<file path="src/rtl/dpc_dynamic_3x3.sv">
// Dynamic dead-pixel correction on a 3x3 window: flags hot/cold centres against
// neighbour min/max plus a per-frame threshold and replaces them with the neighbour mean.
module dpc_dynamic_3x3 #(
    parameter int DW   = 8,
    parameter int CNTW = 20
) (
    input  logic              i_Sys_clk,
    input  logic              i_Rst,
    input  logic              i_dpc_en,
    input  logic [DW-1:0]     i_thr,
    input  logic              i_field_vld,
    input  logic              i_pixel_vld,
    input  logic [DW*9-1:0]   i_win_data,
    output logic              o_field_vld,
    output logic              o_pixel_vld,
    output logic [DW-1:0]     o_image_data,
    output logic              o_dpc_flag,
    output logic [CNTW-1:0]   o_dpc_cnt,
    output logic              o_cnt_vld
);

    // frame config
    logic              cfg_en_q;
    logic [DW-1:0]     cfg_thr_q;
    logic              rise_d;

    // S1
    logic [DW*9-1:0]   win1_q;
    logic              fld1_q, pix1_q;

    // S2
    logic [DW-1:0]     nmax_d, nmin_d, px_d;
    logic [DW+2:0]     nsum_d;
    logic [DW-1:0]     nmax2_q, nmin2_q, ctr2_q;
    logic [DW+2:0]     nsum2_q;
    logic              fld2_q, pix2_q;

    // S3
    logic [DW:0]       thr_e;
    logic              hot_d, cold_d;
    logic [DW+2:0]     sum4_d;
    logic [DW-1:0]     repl_d;
    logic              hot3_q, cold3_q;
    logic [DW-1:0]     repl3_q, ctr3_q;
    logic              fld3_q, pix3_q;

    // S4 and counter
    logic              corr_d, fall_d;
    logic [DW-1:0]     img_d;
    logic [DW-1:0]     img4_q;
    logic              flag4_q, fld4_q, pix4_q;
    logic [CNTW-1:0]   cnt_q, cnt_d;
    logic [CNTW-1:0]   dpc_cnt_q;
    logic              cnt_vld_q;

    // fld1_q doubles as the previous-cycle field for edge detection
    assign rise_d = i_field_vld & ~fld1_q;

    always_ff @(posedge i_Sys_clk) begin
        if (i_Rst) begin
            cfg_en_q  <= 1'b0;
            cfg_thr_q <= '0;
        end else if (rise_d) begin
            cfg_en_q  <= i_dpc_en;
            cfg_thr_q <= i_thr;
        end
    end

    always_ff @(posedge i_Sys_clk) begin
        if (i_Rst) begin
            win1_q <= '0;
            fld1_q <= 1'b0;
            pix1_q <= 1'b0;
        end else begin
            win1_q <= i_win_data;
            fld1_q <= i_field_vld;
            pix1_q <= i_pixel_vld;
        end
    end

    always_comb begin
        nmax_d = '0;
        nmin_d = '1;
        nsum_d = '0;
        px_d   = '0;
        for (int k = 0; k < 9; k++) begin
            if (k != 4) begin
                px_d   = win1_q[DW*k +: DW];
                nsum_d = nsum_d + {3'b000, px_d};
                if (px_d > nmax_d) nmax_d = px_d;
                if (px_d < nmin_d) nmin_d = px_d;
            end
        end
    end

    always_ff @(posedge i_Sys_clk) begin
        if (i_Rst) begin
            nmax2_q <= '0;
            nmin2_q <= '0;
            nsum2_q <= '0;
            ctr2_q  <= '0;
            fld2_q  <= 1'b0;
            pix2_q  <= 1'b0;
        end else begin
            nmax2_q <= nmax_d;
            nmin2_q <= nmin_d;
            nsum2_q <= nsum_d;
            ctr2_q  <= win1_q[DW*4 +: DW];
            fld2_q  <= fld1_q;
            pix2_q  <= pix1_q;
        end
    end

    // one extra bit so nmax+thr and centre+thr cannot wrap
    always_comb begin
        thr_e  = {1'b0, cfg_thr_q};
        hot_d  = {1'b0, ctr2_q} > ({1'b0, nmax2_q} + thr_e);
        cold_d = ({1'b0, ctr2_q} + thr_e) < {1'b0, nmin2_q};
        sum4_d = nsum2_q + (DW+3)'(4);
        repl_d = sum4_d[DW+2:3];
    end

    always_ff @(posedge i_Sys_clk) begin
        if (i_Rst) begin
            hot3_q  <= 1'b0;
            cold3_q <= 1'b0;
            repl3_q <= '0;
            ctr3_q  <= '0;
            fld3_q  <= 1'b0;
            pix3_q  <= 1'b0;
        end else begin
            hot3_q  <= hot_d;
            cold3_q <= cold_d;
            repl3_q <= repl_d;
            ctr3_q  <= ctr2_q;
            fld3_q  <= fld2_q;
            pix3_q  <= pix2_q;
        end
    end

    always_comb begin
        corr_d = cfg_en_q & fld3_q & pix3_q & (hot3_q | cold3_q);
        img_d  = '0;
        if (fld3_q) img_d = corr_d ? repl3_q : ctr3_q;
        // last output pixel of the frame is leaving S4 on this edge
        fall_d = fld4_q & ~fld3_q;
        cnt_d  = cnt_q;
        if (fall_d)                   cnt_d = '0;
        else if (corr_d && cnt_q != '1) cnt_d = cnt_q + CNTW'(1);
    end

    always_ff @(posedge i_Sys_clk) begin
        if (i_Rst) begin
            img4_q    <= '0;
            flag4_q   <= 1'b0;
            fld4_q    <= 1'b0;
            pix4_q    <= 1'b0;
            cnt_q     <= '0;
            dpc_cnt_q <= '0;
            cnt_vld_q <= 1'b0;
        end else begin
            img4_q    <= img_d;
            flag4_q   <= corr_d;
            fld4_q    <= fld3_q;
            pix4_q    <= pix3_q;
            cnt_q     <= cnt_d;
            cnt_vld_q <= fall_d;
            if (fall_d) dpc_cnt_q <= cnt_q;
        end
    end

    assign o_field_vld  = fld4_q;
    assign o_pixel_vld  = pix4_q;
    assign o_image_data = img4_q;
    assign o_dpc_flag   = flag4_q;
    assign o_dpc_cnt    = dpc_cnt_q;
    assign o_cnt_vld    = cnt_vld_q;

endmodule

</file>
<file path="config.mk">
export PLATFORM = sky130hd
export DESIGN_NAME = dpc_dynamic_3x3
export DESIGN_NICKNAME = d
export VERILOG_FILES = /design/src/rtl/dpc_dynamic_3x3.sv
export SDC_FILE = /design/constraint.sdc
export NUM_CORES = 1
export LEC_CHECK = 0
export ABC_AREA = 1
export CORE_MARGIN = 2
export CORE_UTILIZATION = 50
export DETAILED_ROUTE_END_ITERATION = 6
export DONT_BUFFER_PORTS = 1
export GPL_TIMING_DRIVEN = 0
export SETUP_SLACK_MARGIN = 0.15
export SYNTH_ARGS = -nofsm -noshare
export SYNTH_HDL_FRONTEND = slang
export SYNTH_SLANG_ARGS = --single-unit
</file>
<file path="constraint.sdc">
create_clock -name i_Sys_clk -period 23.2 [get_ports i_Sys_clk]
set_input_delay 2.32 -clock i_Sys_clk [delete_from_list [all_inputs] [get_ports i_Sys_clk]]
set_output_delay 2.32 -clock i_Sys_clk [all_outputs]
set_load 0.005 [all_outputs]
</file>
==> metrics, run 1 <==
status finished, final reports clean; crit-path max FO 10; Netlist cell types 43; count of maximum capacitance violations 0; CP arrival roughly 11 ns; post-CTS sizing 0; FILL cells 2382; number of top-level pins roughly 120; unrepaired setup endpoints after global routing no; DR WL met2 about 14 mm; number of nets in the finished design just under 2000; critical path's largest stage delay between 0.6 and 0.7 ns; Slowest cell on crit path sky130_fd_sc_hd__a211oi_1; summed instance area of the synthesized netlist 12100 µm²; clock latency of the later-clocked register in the worst-skew pair ~0.44 ns; Starting DRT DRC Count around 530; initial antenna violation count 0; CTS tree done; total clock buffers created by CTS 17; leakage about 6.5 nW; maximum number of pins on one net before global-route repair 21; Avg WL per Cell roughly 14 µm; number of nets produced by synthesis around 1900; number of remaining DRC errors 0; Power Density around 100 nW/µm²; maximum clock frequency between 90 and 100 MHz; count of non-filler cells in the finished layout 1990; maximum ir drop on the vdd rail 0.0000580 V; final wirelength ~28 mm; grt total ovfl 0; final worst-path setup slack 12.10 ns; cell types with the largest area share after synthesis sky130_fd_sc_hd__dfxtp_1, sky130_fd_sc_hd__ha_1, sky130_fd_sc_hd__nand2_1; Buffers on Ports 0; Die Wd between 150 and 200 µm; Avg Vias per Cell around 4.9; Cells on Worst Hold Path 2; transition time of the tightest slew-check pin 0.893 ns; via count 9792; number of standard cells after synthesis around 1600; standard cell core area 23500 µm²; Final setup violation count 0; Hold Path Class reg -> reg; Metal-1 WL approximately 12 mm; Synthesis Warnings 0; element type at the critical path start register; overall routing resource usage ~23%; final worst path period need 11.10 ns; crit end category register; number of global-route vias before repair 9514; fraction of final layout cells sized beyond drive strength 1 4.31%; routability cong. just under 0.9; die area between 20000 and 30000 µm²; area added between synthesis and finish 8.20%; portion of the post-synthesis area used by sequential elements 31.6%; share of async-settable or async-resettable flops after synthesis 0%; vertical die dimension between 150 and 200 µm; first-pass iteration count of the detailed router 5; proportion of netlist area held by the largest area contributor between 30% and 40%; required arrival time at the worst endpoint between 20 and 25 ns; CTS max path bufs 2; Fin Hold WS between 0.3 and 0.4 ns; total length of routed met3 wires 840 µm; site row count 56; # clock sinks 190; Max Slew Vio Count 0; EDFF count, synth 0; Max Clock Skew approximately 0.015 ns; Diodes inserted 0; share of the clock period used by the worst path a little under half; sum of negative setup slack 0 ns; top routing layer in use met4; Post CTS Setup Buffer Count 0; clock root buffer sky130_fd_sc_hd__clkbuf_16; register clock-pin slew on the reported worst setup and hold paths around 0.08 ns; most frequent CP cell sky130_fd_sc_hd__nand2_1; largest area contributor in the netlist sky130_fd_sc_hd__dfxtp_1; minimum setup slack after placement between 10 and 15 ns; first-pass GRT wire length approximately 47 mm; leading cell types by count after synthesis sky130_fd_sc_hd__nand2_1, sky130_fd_sc_hd__inv_1, sky130_fd_sc_hd__nor2_1; Clock H-tree levels 4; dominant synthesized flop cell sky130_fd_sc_hd__dfxtp_1; Post-DP HPWL ~23 mm; depth of the worst register-to-register path 54; Routed Antenna Nets 0; number of endpoints with negative hold slack in the final report 0; per-instance average area after synthesis 7.35 µm²; Placed Instances just under 2000; flip-flop and latch count after synthesis 190; most frequent cell after synthesis sky130_fd_sc_hd__nand2_1; initial core utilization around half; worst slew slack as a fraction of its limit about 40%; classification of the worst setup path reg -> reg; CTS Hold Buffers Added 0
-- placed cells by master, fill, tap and decap left out, types with 13 or more instances in the layout --
master / instances
sky130_fd_sc_hd__nand2_1: 307
sky130_fd_sc_hd__inv_1: 302
sky130_fd_sc_hd__nor2_1: 194
sky130_fd_sc_hd__dfxtp_1: 190
sky130_fd_sc_hd__o21ai_0: 142
sky130_fd_sc_hd__ha_1: 141
sky130_fd_sc_hd__a21oi_1: 82
sky130_fd_sc_hd__nand3_1: 73
sky130_fd_sc_hd__fa_1: 48
sky130_fd_sc_hd__clkbuf_1: 25
sky130_fd_sc_hd__nand2_2: 21
sky130_fd_sc_hd__clkbuf_16: 17
sky130_fd_sc_hd__nor3_1: 13
-- critical path: cells and delay by family, from the launching register on --
| family | cells | cell delay (ns) |
|---|---|---|
| buffers and inverters | 10 | 2.14 |
| DFF | 1 | 0.39 |
| adders and majority gates | 7 | 2.21 |
| AOI/OAI and AO/OA | 17 | 4.26 |
| and+or+nand+nor | 20 | 1.97 |
-- metrics by stage --
stage | utilization [%] | cell area [µm²] | total power, mW
5_1_grt | 55.4 | 13000 | 1.51
4_1_cts | 55.4 | 13000 | 1.38
3_3_place_gp | 52.9 | 12400 | 1.06
6_report | 55.4 | 13000 | 1.36
3_5_place_dp | 52.9 | 12400 | 1.08
2_1_floorplan | - | 12100 | 0.928
-- final timing paths --
kind         startpoint         end  slack [ns]
max reg2reg   win1_q[5]  nmin2_q[6]       12.10
max           win1_q[5]  nmin2_q[6]       12.10
min              fld2_q      fld3_q        0.40
min reg2reg      fld2_q      fld3_q        0.40
-- cells by family after synthesis --
kind of cell | count (synthesis) | share of synthesized area (%)
simple gates | 644 | 22.4
flops | 190 | 31.6
buf+inv | 344 | 10.9
compound gates | 257 | 11.4
xor+xnor | 15 | 1.09
fa+ha+maj | 189 | 22.6
-- where the power goes --
part / switching [mW] / internal [mW] / total, mW
sequential: 0.0250 / 0.360 / 0.385
clock: 0.146 / 0.145 / 0.291
combinational: 0.425 / 0.263 / 0.688
-- routing by layer --
layer  vias to the layer above  track usage, %
met5                         -               0
met4                         0            6.90
met3                        36            3.39
met2                       164            41.6
met1                      4397            27.7
li1                       5195               -
-- registers in the layout, indices dropped and copies added, names as in the netlist, 9 cells and up --
| register | flops |
|---|---|
| nsum2_q | 9 |
| o_dpc_cnt | 20 |
| cnt_q | 20 |
| win1_q | 72 |
-- area by class of cell --
class	count	area [µm²]	share of cell area (%)
buffer	35	154	1.18
clock buffer	18	429	3.29
clock inverter	14	160	1.23
inverter	309	1160	8.90
multi-input combinational	1105	6930	53.2
sequential	190	3800	29.2
tap	319	399	3.06
Power figures use the tool's default switching activity.
==> run 2: changes to the inputs <==
Clock period 23.2 ns to 10.4 ns, I/O delays scaled along.
==> run 2 against run 1 <==
  * Clock skew rose by 0.00065 ns
  * Sequential share of layout area is 0.45 points lower
  * Via count up 1.0%
  * Sequential power grew 120%
  * Setup slack got worse by 11 ns
  * Global-route usage hardly changed
  * Flip-flop and latch count unchanged
  * Combinational power increased by 140%
  * Critical endpoint unchanged
  * Largest cell class unchanged
==> metrics, run 2 (synthesis gave the netlist of run 1 again) <==
status finished, final reports clean; grt total ovfl 0 (unchanged); most frequent CP cell sky130_fd_sc_hd__nand2_1; minimum setup slack after placement -0.593 ns (-12.80 ns); worst reg-to-reg setup slack 0.91 ns (-11.19 ns); final wirelength 28.2 mm (+1.0%); number of endpoints with negative hold slack in the final report 0 (unchanged); via count 9892 (+1.0%); Slowest cell on crit path sky130_fd_sc_hd__dfxtp_1; Hold Path Class reg -> reg; fraction of final layout cells sized beyond drive strength 1 6.89% (+2.6 points); met2 demand-to-capacity share in global routing 41.7% (+0.099 points); Post-DP HPWL 22.9 mm (unchanged); endpoint with the worst hold slack fld3_q; # clock sinks 190 (unchanged); Power Density 237 nW/µm² (+130%); leakage 6.63 nW (+1.7%); number of top-level pins 117 (unchanged); CTS max path bufs 2 (unchanged); Largest register FFs 72 (unchanged); first-pass GRT wire length 46.7 mm (+0.12%); worst setup path startpoint win1_q[15]; commonest cells after routing, fill and taps aside sky130_fd_sc_hd__nand2_1, sky130_fd_sc_hd__inv_1, sky130_fd_sc_hd__nor2_1, sky130_fd_sc_hd__dfxtp_1, sky130_fd_sc_hd__ha_1; global route hottest layer met2; Buffers on Ports 0 (unchanged); crit end category register; register containing the most flip-flops in the final layout win1_q; Die Wd 159 µm (unchanged); Cells on Worst Hold Path 2 (unchanged); final worst-path setup slack 0.906 ns (-11.19 ns); Starting DRT DRC Count 556 (+5.5%); source of the worst hold timing path fld2_q; Diodes inserted 0 (unchanged); count of non-filler cells in the finished layout 2002 (+0.60%); unrepaired setup endpoints after global routing yes; Avg WL per Cell 14.1 µm (+0.40%); Final setup violation count 0 (unchanged); site row count 56 (unchanged); overall routing resource usage 22.8% (+0.025 points); Max Clock Skew 0.0159 ns (+0.000650 ns); final worst path period need 9.49 ns (-1.61 ns); most common cell after layout, fill and taps aside sky130_fd_sc_hd__nand2_1; number of remaining DRC errors 0 (unchanged); maximum ir drop on the vdd rail 0.000137 V (+140%); element type at the critical path start register; Routed Antenna Nets 0 (unchanged); area added between synthesis and finish 10.1%; die area 25400 µm² (unchanged); initial antenna violation count 0 (unchanged); classification of the worst setup path reg -> reg; design area 13300 µm² (+1.7%); worst slew slack as a fraction of its limit 40.6% (+0.14 points); Clock H-tree levels 4 (unchanged); depth of the worst register-to-register path 55 (+1.9%); vertical die dimension 159 µm (unchanged); critical path's largest stage delay 0.45 ns (-0.22 ns); CP arrival 9.81 ns (-1.61 ns); crit-path max FO 10 (unchanged); Reg2Reg Launch Point win1_q[15]; maximum number of pins on one net before global-route repair 21 (unchanged); number of nets in the finished design 1944 (+0.62%); share of the clock period used by the worst path 91.3% (+43 points); initial core utilization 51.2% (unchanged); standard cell core area 23500 µm² (unchanged); CTS tree done; Placed Instances 1958 (unchanged); Max Slew Vio Count 0 (unchanged); clock latency of the later-clocked register in the worst-skew pair 0.44 ns (about the same); first-pass iteration count of the detailed router 7 (+2); placed standard-cell area 12400 µm² (unchanged); Reg-to-Reg End nmin2_q[6]; count of maximum capacitance violations 0 (unchanged); register clock-pin slew on the reported worst setup and hold paths 0.08 ns (about the same); maximum clock frequency 105 MHz (+17%); clock root buffer sky130_fd_sc_hd__clkbuf_16; met3 demand-to-capacity share in global routing 3.39% (unchanged); total clock buffers created by CTS 17 (unchanged); Fin Hold WS 0.399 ns (+0.00107 ns); GRT met1 Usage 27.7% (about the same); Avg Vias per Cell 4.94 (+0.42%); required arrival time at the worst endpoint 10.72 ns (-12.80 ns); routability cong. 0.889 (unchanged); number of global-route vias before repair 9544 (+0.32%); transition time of the tightest slew-check pin 0.891 ns (-0.00203 ns); post-layout utilization of the core 56.3% (+0.95 points)
[run 2: where the power goes]
part | switching (mW) | internal [mW]
combinational | 0.988 | 0.645
sequential | 0.0566 | 0.802
clock | 0.325 | 0.324
total | 1.37 | 1.77
[run 2: through the flow]
step / setup TNS [ns] / power (mW)
after global routing: 0 / 3.46
after detailed placement: -4.83 / 2.41
after floorplan: 0 / 2.07
after global placement: -2.72 / 2.37
after CTS: 0 / 3.09
final: 0 / 3.14
[run 2: layer usage]
layer  vias up  share of wire (%)
met3        35                2.9
met2       164                 51
met1      4465                 44
li1       5228                  -
met4         0                2.0
met5         -                  0
[run 2: layout make-up]
class                   instances  area, µm²
plain buffers                  35        173
clock buffers                  18        429
clock inverters                14        160
fillers                      2358      10300
inverters                     309       1160
multi-input cells            1105       7040
flip-flops and latches        190       3810
well taps                     319        399
repair buffers                 12       90.1
[run 2: critical path: cells and delay by family, from the launching register on]
family / cells / cell delay (ns)
AO/OA/AOI/OAI: 19 / 3.25
adder cells (fa/ha/maj): 7 / 2.04
AND/OR/NAND/NOR: 20 / 1.91
buffers and inverters: 9 / 1.71
flip-flops: 1 / 0.45
[run 2: worst max path at each step]
stage	to	slack, ns
2_1_floorplan	nmin2_q[5]	1.26
3_3_place_gp	nmin2_q[5]	-0.37
3_5_place_dp	nmin2_q[0]	-0.59
4_1_cts	nmin2_q[0]	0.15
5_1_grt	nmax2_q[6]	0.09
6_report	nmin2_q[6]	0.91
[run 2: timing repair]
item                                    in CTS  in global routing
setup buffers                                0                 12
hold endpoints to repair                     0                  0
hold buffers                                 0                  0
pin swaps                                    0                 13
resized for setup                           16                 63
endpoints found under the setup margin      16                 16
